[src/rtl/mem_port_arbiter.sv]
// mem_port_arbiter: shares one single-port instruction+data memory between
// the core fetch port and its load/store port. Accesses are serialized
// through IDLE -> ISSUE -> (WAIT) -> RESP. Data wins by default, and a
// saturating streak counter forces a fetch grant after MAX_DATA_STREAK
// back-to-back data grants taken while a fetch was waiting.
module mem_port_arbiter #(
    parameter int MEM_LATENCY     = 1,   // 1..7
    parameter int MAX_DATA_STREAK = 4    // 1..15
) (
    input  logic        i_clk,
    input  logic        i_rst,
    // fetch port
    input  logic        i_if_req,
    input  logic [31:0] i_if_addr,
    output logic [31:0] o_if_rdata,
    output logic        o_if_valid,
    // load/store port
    input  logic        i_d_req,
    input  logic        i_d_we,
    input  logic [31:0] i_d_addr,
    input  logic [31:0] i_d_wdata,
    output logic [31:0] o_d_rdata,
    output logic        o_d_valid,
    // memory pins
    output logic        o_mem_en,
    output logic        o_mem_we,
    output logic [31:0] o_mem_addr,
    output logic [31:0] o_mem_wdata,
    input  logic [31:0] i_mem_rdata,
    output logic        o_busy
);

    typedef enum logic [1:0] {
        S_IDLE  = 2'd0,
        S_ISSUE = 2'd1,
        S_WAIT  = 2'd2,
        S_RESP  = 2'd3
    } state_t;

    localparam logic [2:0] LAT        = 3'(MEM_LATENCY);
    localparam logic [3:0] STREAK_MAX = 4'(MAX_DATA_STREAK);

    state_t      r_state;
    state_t      w_next_state;

    // latched winner of the current access
    logic        r_src_d;      // 1 = data port, 0 = fetch port
    logic        r_we;
    logic [31:0] r_addr;
    logic [31:0] r_wdata;

    logic [2:0]  r_cnt;        // remaining read latency cycles
    logic [3:0]  r_streak;     // data grants taken while a fetch waited
    logic [31:0] r_if_rdata;
    logic [31:0] r_d_rdata;

    logic        w_any_req;
    logic        w_grant_d;
    logic        w_last_wait;
    logic        w_accept;
    logic [31:0] w_sel_addr;

    // Arbitration decode: data wins unless the fetch port has been starved
    // for MAX_DATA_STREAK data grants in a row.
    always_comb begin
        w_any_req   = i_if_req | i_d_req;
        w_grant_d   = i_d_req & ~(i_if_req & (r_streak == STREAK_MAX));
        w_sel_addr  = w_grant_d ? i_d_addr : i_if_addr;
        w_accept    = (r_state == S_IDLE) & w_any_req;
        w_last_wait = (r_state == S_WAIT) & (r_cnt == 3'd1);
    end

    // State register; reset aborts any in-flight access.
    always_ff @(posedge i_clk) begin
        if (i_rst) r_state <= S_IDLE;
        else       r_state <= w_next_state;
    end

    // Next-state logic.
    always_comb begin
        w_next_state = r_state;
        case (r_state)
            S_IDLE:  if (w_any_req) w_next_state = S_ISSUE;
            S_ISSUE: w_next_state = r_we ? S_RESP : S_WAIT;
            S_WAIT:  if (r_cnt == 3'd1) w_next_state = S_RESP;
            S_RESP:  w_next_state = S_IDLE;
            default: w_next_state = S_IDLE;
        endcase
    end

    // Latch the winner's request; the address is word-aligned here so the
    // memory pins come straight from a register.
    always_ff @(posedge i_clk) begin
        if (i_rst) begin
            r_src_d <= 1'b0;
            r_we    <= 1'b0;
            r_addr  <= 32'h0;
            r_wdata <= 32'h0;
        end else if (w_accept) begin
            r_src_d <= w_grant_d;
            r_we    <= w_grant_d & i_d_we;
            r_addr  <= w_sel_addr & 32'hFFFF_FFFC;
            r_wdata <= (w_grant_d & i_d_we) ? i_d_wdata : 32'h0;
        end
    end

    // Read latency counter: loaded at issue, counts down through WAIT.
    always_ff @(posedge i_clk) begin
        if (i_rst)                     r_cnt <= 3'd0;
        else if (r_state == S_ISSUE)   r_cnt <= LAT;
        else if (r_state == S_WAIT)    r_cnt <= r_cnt - 3'd1;
    end

    // Capture read data into the winner's return register when it is due.
    always_ff @(posedge i_clk) begin
        if (i_rst) begin
            r_if_rdata <= 32'h0;
            r_d_rdata  <= 32'h0;
        end else if (w_last_wait) begin
            if (r_src_d) r_d_rdata  <= i_mem_rdata;
            else         r_if_rdata <= i_mem_rdata;
        end
    end

    // Starvation counter: only data grants that bypass a waiting fetch count.
    always_ff @(posedge i_clk) begin
        if (i_rst) begin
            r_streak <= 4'd0;
        end else if (w_accept) begin
            if (w_grant_d && i_if_req)
                r_streak <= (r_streak == 4'hF) ? r_streak : r_streak + 4'd1;
            else
                r_streak <= 4'd0;
        end
    end

    // Outputs decoded from registered state only.
    always_comb begin
        o_mem_en    = 1'b0;
        o_mem_we    = 1'b0;
        o_mem_addr  = 32'h0;
        o_mem_wdata = 32'h0;
        o_if_valid  = 1'b0;
        o_d_valid   = 1'b0;
        o_if_rdata  = r_if_rdata;
        o_d_rdata   = r_d_rdata;
        o_busy      = (r_state != S_IDLE);
        if (r_state == S_ISSUE) begin
            o_mem_en    = 1'b1;
            o_mem_we    = r_we;
            o_mem_addr  = r_addr;
            o_mem_wdata = r_wdata;
        end
        if (r_state == S_RESP) begin
            o_if_valid = ~r_src_d;
            o_d_valid  = r_src_d;
        end
    end

endmodule

[config.mk]
export PLATFORM = sky130hd
export DESIGN_NAME = mem_port_arbiter
export DESIGN_NICKNAME = d
export VERILOG_FILES = /design/src/rtl/mem_port_arbiter.sv
export SDC_FILE = /design/constraint.sdc
export NUM_CORES = 1
export LEC_CHECK = 0
export CAP_MARGIN = 25
export CELL_PAD_IN_SITES_DETAIL_PLACEMENT = 0
export CELL_PAD_IN_SITES_GLOBAL_PLACEMENT = 2
export CORE_ASPECT_RATIO = 1.4
export CORE_MARGIN = 4
export CORE_UTILIZATION = 25
export CTS_CLUSTER_DIAMETER = 100
export DETAILED_ROUTE_END_ITERATION = 10
export PLACE_DENSITY_LB_ADDON = 0.2
export SLEW_MARGIN = 0
export SYNTH_ARGS = -nofsm -noshare
export SYNTH_HDL_FRONTEND = slang
export SYNTH_SLANG_ARGS = --single-unit
export TNS_END_PERCENT = 1
[constraint.sdc]
create_clock -name i_clk -period 2.9 [get_ports i_clk]
set_input_delay 0.725 -clock i_clk [delete_from_list [all_inputs] [get_ports i_clk]]
set_output_delay 0.725 -clock i_clk [all_outputs]
set_load 0.01 [all_outputs]
==> results.md, run 1 <==
- Status: complete, no violations
- TritonCTS buffer count: 17
- Clock buffer depth: 2
- TNS Setup: 0 ns
- CTS clk-pin slew, worst paths: 0.06 ns
- Area Overhead vs Synth: 54.3%
- Critical Path RT: 2.17 ns
- Reg2Reg Setup Slack: 0.98 ns
- Final Skew: 0.00786 ns
- Reg-to-Reg End: o_d_rdata[25]$_SDFFE_PP0P_
- EDFF count, synth: 0
- Grt total ovfl: 0
- Peak VDD IR: 397 uV
- Sequential share of power: 35.4%
- Setup crit end kind: output pin
- Clk pwr share: 33.6%
- Post-route setup slack: 0.134 ns
- Post-synthesis sequential area ratio: 44.7%
- Area of the multi-input gates: 2940 sq um
- Root Driver: clkbuf_16
- Worst Path Max Fanout: 54
- Post-CTS Setup Repair Bufs: 0
- Routed Antenna Nets: 0
- Flops & latches, synth: 137
- Clk sinks: 137
- Hold slack: 0.444 ns
- Commonest cells after routing, fill and taps aside: clkdlybuf4s50_1, nand2_1, dfxtp_1
- Slew Limit Fails: 0
- Yosys cell types: 38
- Critical path type: reg -> out
- Post-synthesis cell count: 746
- WP buf/inv: 3
- Worst hold path class: reg -> reg
- Switching part of the total: 32.1%
- Leak: 3.29 nW
- Starting Density: 25.5%
- Power Density: 678 nW/um^2
- Share of cells above drive strength 1: 10.8%
- Initial antenna violation count: 0
- Gr usage total: 15.5%
- Int Pwr: 4.36 mW
- First-pass GRT wire length: 33700 um
- Synth Cell Area: 6140 sq um
- Commonest non-fill, non-tap cell in the layout: clkdlybuf4s50_1
- CP Launch Type: register
- Total power: 6.43 mW
- Antenna fix cells: 0
- Hold Crit Endpoint: r_wdata[22]$_SDFFE_PP0P_
- Fmax: 362 MHz
- Largest net degree at the start of global routing: 55
- Vias in the first global route: 5821
- Die Width: 140 um
- Slowest Stage Delay on Critical Path: 0.57 ns
- Arrival time worst endpoint: 2.04 ns
- Rel. slew slack: 50.0%
- Vias per Instance: 4.45
- # rows: 67
- Worst-skew pair later-pin latency: 0.42 ns
- TritonCTS clock tree: built
- Drt first pass iters: 4
- Reg area: 2740 sq um
- Via count: 5789
- NumNets Final: 1120
- DIE HEIGHT: 193 um
- Combinational Power Share: 31.1%
- Slowest stage cell on the critical path: clkdlybuf4s50_1
- DRT Wirelength: 21500 um
- Final HPWL DP: 14800 um
- Ports: 266
- H-tree Lvls: 4
- CP cell instances: inv_1 > ha_2 > buf_12 > and2_1 > clkdlybuf4s50_1
- Minimum clock period: 2.77 ns
- Final Hold Vio Count: 0
- Die area: 27200 sq um
- WHS Path Cells: 2
- Share of synthesized flip-flops with an asynchronous set or reset: 0%
- Endpoints failing setup: 0
- Placeable Area: 24100 sq um
- Drt first-iter violations: 208
- Top FF cell, synth: dfxtp_1
- Worst slack, placed: 0.454 ns
- Actual slew at the worst max-slew pin: 0.749 ns
- R2R Path Start: r_state[0]$_SDFFE_PP0P_
- Crit-path leading delay family: buffers and inverters
- DRC violations left: 0
- Worst Hold Launch: r_wdata[22]$_SDFFE_PP0P_
- RSZ-0062 raised after global routing: false
- Fin util: 39.4%
- GP Congestion: 0.709
- P_sw: 2.07 mW
- Final period utilization: 95.4%
- WL/cell: 16.5 um
- MaxCap Viol Count: 0
- Port-buffer cells: 259
- Avg Inst Size Synth: 8.23 sq um
- Synth Warn #: 0
- R2R depth: 6
- # fillers: 2494
synth_stat cells, types with 2 or more instances:
master	instances	area share, %
clkbuf_1	26	1.6
a21oi_2	26	3.7
a211oi_2	26	5.3
nand3_1	4	0.33
dfxtp_1	137	45
nand2_1	198	12
nand4_1	32	3.3
nand2b_1	4	0.41
clkbuf_8	3	0.67
a211oi_1	6	0.73
nor3_1	3	0.24
a21oi_1	106	8.6
ha_1	8	1.6
o21ai_0	2	0.16
buf_6	12	2.2
buf_12	3	0.98
and2_1	65	6.6
buf_4	3	0.37
inv_1	9	0.55
a2111oi_0	2	0.29
buf_2	17	1.4
nor2_1	38	2.3
sequential cells by signal, summed over array words and instances, names as in the netlist:
signal	flops
o_d_rdata	32
r_wdata	32
r_cnt	3
o_if_rdata	32
r_src_d	1
r_we	1
r_addr	30
r_streak	4
r_state	2
power groups by stage:
stage / clock, mW / sequential [mW] / combinational [mW]
final: 2.16 / 2.27 / 2.00
after global routing: 2.32 / 2.31 / 2.21
after CTS: 2.24 / 2.28 / 2.05
after detailed placement: 0 / 2.31 / 2.04
after global placement: 0 / 2.31 / 2.05
after floorplan: 0 / 2.30 / 1.23
layout make-up:
| class | instances | share of cell area (%) |
|---|---|---|
| Timing Repair Buffer | 278 | 29.5 |
| Clock inverter | 8 | 0.990 |
| Clock buffer | 24 | 5.08 |
| Inverter | 9 | 0.356 |
| Multi-Input combinational cell | 536 | 31.0 |
| Tap cell | 310 | 4.09 |
| Sequential cell | 137 | 28.9 |
tightest hold or removal path: stages (launching register included):
cell     delay (ns)
dfxtp_1        0.30
nand2_1        0.05
a21oi_1        0.05
kinds of logic (layout without fill, tap and decap cells):
group	Yosys count	after routing	synth area share, %
adders and majority gates	8	8	1.63
other	1	2	0.0611
and+or+nand+nor	350	350	26.0
DFF	137	137	44.7
muxes	1	1	0.163
xor gates and xnor gates	1	1	0.143
buffers and inverters	74	319	7.80
AOI/OAI and AO/OA	174	174	19.5
stage by stage:
stage	instances	cell area [sq um]
detailed placement	1270	8900
global placement	1270	8900
floorplan	747	6140
global route	1302	9480
finish	1302	9480
CTS	1302	9470
worst max-delay path by stage:
stage	start	endpoint	slack, ns	cells after the start
floorplan	r_state[1]$_SDFFE_PP0P_	o_mem_addr[10]	0.90	5
global placement	i_if_req	r_wdata[10]$_SDFFE_PP0P_	0.46	6
finish	r_state[1]$_SDFFE_PP0P_	o_mem_wdata[31]	0.13	5
detailed placement	i_if_req	r_addr[28]$_SDFFE_PP0P_	0.45	6
global route	r_state[1]$_SDFFE_PP0P_	o_mem_addr[23]	0.002	5
CTS	r_state[1]$_SDFFE_PP0P_	o_mem_we	0.07	5
repair_timing:
| action | 4_1_cts | 5_1_grt |
|---|---|---|
| setup endpoints to repair | 0 | 1 |
| gates resized for setup | 0 | 1 |
| hold buffers | 0 | 0 |
layer usage:
| layer | up-vias | part of all wire (%) | global-route usage, % |
|---|---|---|---|
| li1 | 2941 | - | - |
| met1 | 2667 | 41 | 18.3 |
| met4 | 0 | 0.93 | 3.88 |
| met3 | 13 | 6.6 | 5.09 |
| met2 | 168 | 51 | 27.1 |
| met5 | - | 0 | 0 |
No activity file was read; power rests on OpenSTA's default activity.
==> run 2, diff against run 1 <==
CORE_MARGIN = unset   (was 4)
PLACE_DENSITY_LB_ADDON = 0.1   (was 0.2)
==> run 2 against run 1 <==
Compared with the run above:
- largest power group unchanged
- sequential share of layout area is essentially flat
- core utilization is essentially flat
- register-to-register slack better by 0.03 ns
- non-clock buffer count fell by 2
- critical path depth unchanged
- critical endpoint is now o_mem_addr[7]
- power rose by 0.63%
- count of clock-buffer cells in the layout fell by 2
==> results.md, run 2 (synthesis gave the netlist of run 1 again) <==
- Worst hold path class: reg -> reg (unchanged)
- Commonest non-fill, non-tap cell in the layout: clkdlybuf4s50_1 (unchanged)
- Gr usage total: 16.5% (was 15.5%)
- Clk sinks: 137 (unchanged)
- R2R depth: 6 (unchanged)
- # hold bufs at CTS: 0 (unchanged)
- Rel. slew slack: 53.7% (was 50.0%)
- TritonCTS clock tree: built (unchanged)
- CTS clk-pin slew, worst paths: 0.06 ns (about the same)
- Ports: 266 (unchanged)
- Die area: 25200 sq um (was 27200 sq um)
- Arrival time worst endpoint: 2.03 ns (was 2.04 ns)
- Drt first pass iters: 4 (unchanged)
- Final Hold Vio Count: 0 (unchanged)
- CP cell instances: inv_1 > ha_2 > buf_12 > and2_1 > clkdlybuf4s50_1 (unchanged)
- Placeable Area: 24100 sq um (unchanged)
- Worst-skew pair later-pin latency: 0.42 ns (about the same)
- Status: complete, no violations (unchanged)
- DRC violations left: 0 (unchanged)
- First-pass GRT wire length: 32000 um (was 33700 um)
- Vias per Instance: 4.46 (was 4.45)
- Peak VDD IR: 415 uV (was 397 uV)
- Setup crit end kind: output pin (unchanged)
- # fillers: 2514 (was 2494)
- Minimum clock period: 2.76 ns (was 2.77 ns)
- Endpoints failing setup: 0 (unchanged)
- Post-route setup slack: 0.144 ns (was 0.134 ns)
- Starting Density: 25.5% (unchanged)
- Initial antenna violation count: 0 (unchanged)
- Final period utilization: 95.0% (was 95.4%)
- Number of cells on the critical path: 5 (unchanged)
- Routed Antenna Nets: 0 (unchanged)
- Clock buffer depth: 2 (unchanged)
- Actual slew at the worst max-slew pin: 0.695 ns (was 0.749 ns)
- Critical path type: reg -> out (unchanged)
- # rows: 67 (unchanged)
- Final HPWL DP: 13500 um (was 14800 um)
- Via count: 5795 (was 5789)
- DIE HEIGHT: 187 um (was 193 um)
- Leak: 3.27 nW (was 3.29 nW)
- R2R Path Start: r_state[0]$_SDFFE_PP0P_ (unchanged)
- Hold slack: 0.446 ns (was 0.444 ns)
- WL/cell: 15.8 um (was 16.5 um)
- Slowest Stage Delay on Critical Path: 0.57 ns (about the same)
- Post-CTS Resized: 0 (unchanged)
- Largest net degree at the start of global routing: 65 (was 55)
- Final Skew: 0.0107 ns (was 0.00786 ns)
- Critical Path RT: 2.17 ns (about the same)
- TNS Setup: 0 ns (unchanged)
- Reg2Reg Setup Slack: 1.01 ns (was 0.98 ns)
- Worst slack, placed: 0.471 ns (was 0.454 ns)
- Vias in the first global route: 5672 (was 5821)
- Die Width: 134 um (was 140 um)
- Dpl cells: 1268 (was 1270)
- Fmax: 363 MHz (was 362 MHz)
- TritonCTS buffer count: 17 (unchanged)
- WP buf/inv: 3 (unchanged)
- RSZ-0062 raised after global routing: false (unchanged)
- MaxCap Viol Count: 0 (unchanged)
- Power Density: 683 nW/um^2 (was 678 nW/um^2)
- Worst Path Max Fanout: 36 (was 54)
- Post-CTS Setup Repair Bufs: 0 (unchanged)
- Grt total ovfl: 0 (unchanged)
- Reg-to-Reg End: o_d_rdata[8]$_SDFFE_PP0P_ (was o_d_rdata[25]$_SDFFE_PP0P_)
- H-tree Lvls: 4 (unchanged)
- Root Driver: clkbuf_16 (unchanged)
- WHS Path Cells: 2 (unchanged)
- CP Launch Type: register (unchanged)
- Area Overhead vs Synth: 54.3% (about the same)
- Drt first-iter violations: 211 (was 208)
- Port-buffer cells: 259 (unchanged)
- Worst Hold Launch: r_wdata[10]$_SDFFE_PP0P_ (was r_wdata[22]$_SDFFE_PP0P_)
- DRT Wirelength: 20600 um (was 21500 um)
- Fin util: 39.4% (about the same)
- Antenna fix cells: 0 (unchanged)
- Hold Crit Endpoint: r_wdata[10]$_SDFFE_PP0P_ (was r_wdata[22]$_SDFFE_PP0P_)
- Crit-path leading delay family: buffers and inverters (unchanged)
- Commonest cells after routing, fill and taps aside: clkdlybuf4s50_1, nand2_1, dfxtp_1 (unchanged)
- NumNets Final: 1118 (was 1120)
- Slew Limit Fails: 0 (unchanged)
- GP Congestion: 0.713 (was 0.709)
- Post-route insts no fill: 1299 (was 1302)
- Slowest stage cell on the critical path: clkdlybuf4s50_1 (unchanged)
- Share of cells above drive strength 1: 10.5% (was 10.8%)
[run 2: cell types whose count changed in the layout (fill, tap and decap cells not counted), sizes merged]
cell           change
clkbuf             -2
dlymetal6s2s       -1
clkdlybuf4s50      +1
bufinv             +1
buf                -2
[run 2: power breakdown]
| part | switching (mW) | total, mW | internal [mW] | leakage [nW] |
|---|---|---|---|---|
| clock | 0.827 | 2.19 | 1.36 | 0.287 |
| combinational | 1.10 | 2.00 | 0.901 | 1.86 |
| sequential | 0.128 | 2.27 | 2.15 | 1.11 |
[run 2: tightest hold or removal path, cell delays in order (launching register included)]
cell and delay, ns:
dfxtp_1 0.30, nand2_1 0.05, a21oi_1 0.05
[run 2: stage by stage]
| stage | power (mW) | area (sq um) |
|---|---|---|
| floorplan | 3.53 | 6140 |
| global placement | 4.37 | 8900 |
| detailed placement | 4.37 | 8900 |
| CTS | 6.61 | 9470 |
| global route | 6.86 | 9470 |
| finish | 6.47 | 9470 |
[run 2: worst max path at each step]
stage	startpoint	to	slack, ns
after detailed placement	i_if_req	r_addr[4]$_SDFFE_PP0P_	0.47
after CTS	r_state[1]$_SDFFE_PP0P_	o_mem_we	0.09
after global routing	r_state[1]$_SDFFE_PP0P_	o_mem_addr[7]	0.03
final	r_state[1]$_SDFFE_PP0P_	o_mem_addr[7]	0.14
after floorplan	r_state[1]$_SDFFE_PP0P_	o_mem_addr[10]	0.90
after global placement	i_if_req	r_addr[2]$_SDFFE_PP0P_	0.51
[run 2: routing by layer]
| layer | global-route usage, % | routed length, um |
|---|---|---|
| met5 | 0 | 0 |
| met4 | 5.32 | 290 |
| met3 | 5.91 | 1410 |
| met2 | 28.8 | 10300 |
| met1 | 18.6 | 8550 |
[run 2: layout make-up]
class | count | area [sq um] | share of cell area (%)
Clock buffer | 22 | 454 | 4.79
Clock inverter | 9 | 124 | 1.31
Inverter | 9 | 33.8 | 0.357
Multi-Input combinational cell | 536 | 2940 | 31.0
Sequential cell | 137 | 2740 | 28.9
Tap cell | 310 | 388 | 4.09
Timing Repair Buffer | 276 | 2790 | 29.5
==> variant 1 (config.mk and constraints of run 1) <==
Reset style: asynchronous (`i_rst`), changed in 5 clocked blocks.
--- a/src/rtl/mem_port_arbiter.sv
+++ b/src/rtl/mem_port_arbiter.sv
@@ -71,7 +71,7 @@
     end
 
     // State register; reset aborts any in-flight access.
-    always_ff @(posedge i_clk) begin
+    always_ff @(posedge i_clk or posedge i_rst) begin
         if (i_rst) r_state <= S_IDLE;
         else       r_state <= w_next_state;
     end
@@ -90,7 +90,7 @@
 
     // Latch the winner's request; the address is word-aligned here so the
     // memory pins come straight from a register.
-    always_ff @(posedge i_clk) begin
+    always_ff @(posedge i_clk or posedge i_rst) begin
         if (i_rst) begin
             r_src_d <= 1'b0;
             r_we    <= 1'b0;
@@ -105,14 +105,14 @@
     end
 
     // Read latency counter: loaded at issue, counts down through WAIT.
-    always_ff @(posedge i_clk) begin
+    always_ff @(posedge i_clk or posedge i_rst) begin
         if (i_rst)                     r_cnt <= 3'd0;
         else if (r_state == S_ISSUE)   r_cnt <= LAT;
         else if (r_state == S_WAIT)    r_cnt <= r_cnt - 3'd1;
     end
 
     // Capture read data into the winner's return register when it is due.
-    always_ff @(posedge i_clk) begin
+    always_ff @(posedge i_clk or posedge i_rst) begin
         if (i_rst) begin
             r_if_rdata <= 32'h0;
             r_d_rdata  <= 32'h0;
@@ -123,7 +123,7 @@
     end
 
     // Starvation counter: only data grants that bypass a waiting fetch count.
-    always_ff @(posedge i_clk) begin
+    always_ff @(posedge i_clk or posedge i_rst) begin
         if (i_rst) begin
             r_streak <= 4'd0;
         end else if (w_accept) begin
Function: differs if i_rst is asserted again (counterexample within 4 cycles, from zero or initial values and one cycle with i_rst high); with i_rst held inactive, the same outputs for 10 cycles.
==> variant 1 against run 1 <==
Sequential cell count unchanged. Setup slack worse by 0.011 ns. Sequential share of layout area up 6.0 points. Routed wire length down 7.6%. Cell area up 3.6%. Clock skew up 0.0025 ns. Final cell count down 15%. Area after synthesis up 1.1%. Critical path depth unchanged. Critical path type unchanged.
Power is not compared: it rests on default switching activity, and its combinational part moved more than twofold at a synthesized area within 25%.
==> variant 1: results (changes against run 1) <==
[place]
final_weighted_congestion_in_routability_driven_placement=0.8005  ; +13%
postPlaceCellArea_sq_mm=0.009163  ; +3.0%
dp_cells=1072  ; -16%
port-buffer-count=259  ; unchanged
post-place-ws_ns=0.3164  ; -0.1379 ns
post-dp-hpwl_mm=14.33  ; -2.8%

[detailed_routing]
met2RoutedLength_mm=9.972  ; -9.9%
drt-vias-per-instance=4.605  ; +3.6%
routedWlPerCell_um=17.95  ; +8.7%
detail_route.wirelength.met1_mm=8.044  ; -8.8%
highest-signal-layer=met4
totalWireLength_mm=19.87  ; -7.6%
met3_length_mm=1.403  ; -0.99%

[timing]
slew_headroom=0.6543  ; +0.1539
post-route-period-util=0.9575  ; +0.003814
final.hold.worst_slack_ns=0.4690  ; +0.02530 ns

[clock_network]
post_cts.repair.setup_buffers=2  ; +2
cts-root-to-sink-buffers=2  ; unchanged
postCtsResizedCells=1  ; +1

[min_path]
timing.hold.worst_endpoint=r_we
holdPathStages=1  ; -1
min_delay_startpoint=r_we

[worst_setup_path]
critical_path.endpoint=o_mem_addr[23]
critical_path.slowest_cell=sky130_fd_sc_hd__clkdlybuf4s50_1
reg2reg_to=r_wdata[29]
cp_max_fo=27  ; -50%
setup.worst_path.start=r_state[1]
critical_path.max_stage_delay_ns=0.54  ; -0.03 ns
rr_worst_depth=6  ; unchanged
r2r_start=r_state[0]
worst-r2r-setup-slack_ns=0.82  ; -0.16 ns

[global_route]
groute.layer.met1.usage=0.1709  ; -0.01169
global_route.usage.met3=0.04578  ; -0.005098
global_route_wire_length_before_repair_mm=31.44  ; -6.6%
met2_usage=0.2472  ; -0.02427
number_of_antenna_violations_at_the_first_check_in_global_routing=1  ; +1
number_of_global_route_vias_before_repair=5572  ; -4.3%
global_route.usage.total=0.1454  ; -0.009916
largest_net_degree_at_the_start_of_global_routing=62  ; +13%

[run_status]
outcome=finished clean

[layout]
ratio_of_cells_with_drive_above_1_in_the_final_layout=0.1656  ; +0.05775
finalNetCount=919  ; -18%
filler_cell_count=2364  ; -5.2%

[logic_synthesis]
main_area_contributors_after_synthesis=sky130_fd_sc_hd__dfrtp_1 55%, sky130_fd_sc_hd__mux2_2 11%, sky130_fd_sc_hd__and2_1 6.7%
library_cells_used_by_synthesis=35  ; -7.9%
ys_seq_area_frac=0.5524  ; +0.1058
synthTopCellsByCount=137 x sky130_fd_sc_hd__dfrtp_1, 66 x sky130_fd_sc_hd__and2_1, 63 x sky130_fd_sc_hd__nand2_1
avgSynthCellArea_sq_um=11.82  ; +44%
synth-async-reset-ratio=1.000  ; +1.000

[power]
swShare=0.3257

## variant 1: cell types whose count changed after synthesis, sizes merged, moves of 3 or more
cell    change
a211oi     -32
o211ai     +32
nor3        -3
nand2     -135
a21oi     -129
nand2b      -3
buf        -11
mux2       +65
clkbuf      -9
a22o       +33
dfrtp     +137
dfxtp     -137
nor2       -33
## variant 1: logic make-up (layout without fill, tap and decap cells)
family                     after synthesis  in the layout  share of synthesized area
and+or+nand+nor                        179            179                     0.1569
DFF                                    137            137                     0.5524
AOI/OAI and AO/OA                       78             78                     0.1089
muxes                                   67             67                     0.1212
buffers and inverters                   55            320                    0.04395
adders and majority gates                8              8                    0.01613
other                                    1              3                  0.0006043
## variant 1: cell type report
type                    instances  area (sq um)  share of cell area
flip-flops and latches        137          3428              0.3492
repair buffers                278          2790              0.2842
multi-input cells             334          2539              0.2586
clock buffers                  21         480.5             0.04894
well taps                     315         394.1             0.04014
clock inverters                11         142.6             0.01453
inverters                      10         41.29            0.004205
diodes                          1         2.502           0.0002549
==> variant 2 (config.mk and constraints of run 1) <==
Made on the original files. Encoding of `state_t`: now one-hot (4 bits for 4 states).
--- a/src/rtl/mem_port_arbiter.sv
+++ b/src/rtl/mem_port_arbiter.sv
@@ -30,11 +30,11 @@
     output logic        o_busy
 );
 
-    typedef enum logic [1:0] {
-        S_IDLE  = 2'd0,
-        S_ISSUE = 2'd1,
-        S_WAIT  = 2'd2,
-        S_RESP  = 2'd3
+    typedef enum logic [3:0] {
+        S_IDLE  = 4'b0001,
+        S_ISSUE = 4'b0010,
+        S_WAIT  = 4'b0100,
+        S_RESP  = 4'b1000
     } state_t;
 
     localparam logic [2:0] LAT        = 3'(MEM_LATENCY);
Check against the original RTL: same outputs for any inputs over 10 cycles, from zero or initial values and one cycle with i_rst high; not proved beyond that.
==> variant 2 against run 1 <==
First-iteration DRC count is 18% higher. Register-to-register slack worse by 0.14 ns. Sequential share of layout area is 1.6 points lower. Clock skew is 0.0011 ns higher. Sequential cell count is 2 higher. Area after synthesis is 8.2% higher. Highest routed layer unchanged. Cell area is 7.6% higher. Critical path type unchanged. Synthesized cell count is 2.7% higher. Largest cell class unchanged. Routed wire length is 9.4% higher. Hold slack better by 0.023 ns. Setup slack worse by 0.033 ns.
Power is not compared: it rests on default switching activity, and its combinational part moved more than twofold at a synthesized area within 25%.
==> variant 2: results (changes against run 1) <==
[timing]
timing.clock.skew_ns=0.008976  ; +0.001112 ns

[layout]
layout.buffer.nonclock.area_share=0.2795  ; -0.01570
finalNetCount=1136  ; +1.4%
multi_input_area_sq_mm=0.003521  ; +20%
num-nonclk-buffers=293  ; +5.4%
n_multi_input_combinational_cell=539  ; +0.56%
regArea_sq_mm=0.002783  ; +1.5%
filler_cell_count=2690  ; +7.9%

[logic_synthesis]
library_cells_used_by_synthesis=44  ; +16%
ys_ff_latch=139  ; +1.5%
ys_seq_area_frac=0.4187  ; -0.02794
synth_xor_area_frac=0.001318  ; -0.0001085
area_fraction_in_compound_gates_after_synthesis=0.1504  ; -0.04498
main_area_contributors_after_synthesis=sky130_fd_sc_hd__dfxtp_1 42%, sky130_fd_sc_hd__mux2i_1 9.9%, sky130_fd_sc_hd__nand2b_1 9.6%

[worst_setup_path]
critical_path.endpoint=o_mem_we
cp_max_fo=8  ; -85%
setup.worst_path.start=r_state[2]
worst-r2r-setup-slack_ns=0.84  ; -0.14 ns
cpLargestDelayFamily=simple AND/OR/NAND/NOR gates
r2r_start=r_state[3]

[run_status]
outcome=finished clean

[min_path]
min_delay_startpoint=r_wdata[27]

[place]
dp_cells=1301  ; +2.4%
final_weighted_congestion_in_routability_driven_placement=0.7452  ; +5.1%
post-dp-hpwl_mm=15.41  ; +4.5%

[power]
power.total_mw=5.095

[detailed_routing]
dr_total_vias=6288  ; +8.6%
detail_route.wirelength.met1_mm=9.826  ; +11%
met3_length_mm=1.447  ; +2.1%

[global_route]
global_route.usage.met3=0.04833  ; -0.002548

[variant 2: changes by cell type after synthesis, moves of 26 or more]
| cell | change |
|---|---|
| sky130_fd_sc_hd__a211oi_2 | -26 |
| sky130_fd_sc_hd__a21oi_1 | -39 |
| sky130_fd_sc_hd__a21oi_2 | -26 |
| sky130_fd_sc_hd__a311oi_1 | +30 |
| sky130_fd_sc_hd__clkbuf_1 | +46 |
| sky130_fd_sc_hd__mux2i_1 | +65 |
| sky130_fd_sc_hd__nand2_1 | -164 |
| sky130_fd_sc_hd__nand2b_1 | +98 |
| sky130_fd_sc_hd__nand3_1 | +28 |
| sky130_fd_sc_hd__nand4_1 | -28 |
| sky130_fd_sc_hd__nor2_1 | -33 |
| sky130_fd_sc_hd__o21ai_0 | +63 |
| sky130_fd_sc_hd__or4_1 | +32 |
[variant 2: repair_timing]
item,4_1_cts,5_1_grt
cloned,1,0
setup buffers,1,1
pin swaps,0,1
gates resized for setup,63,48
endpoints found under the setup margin,64,26
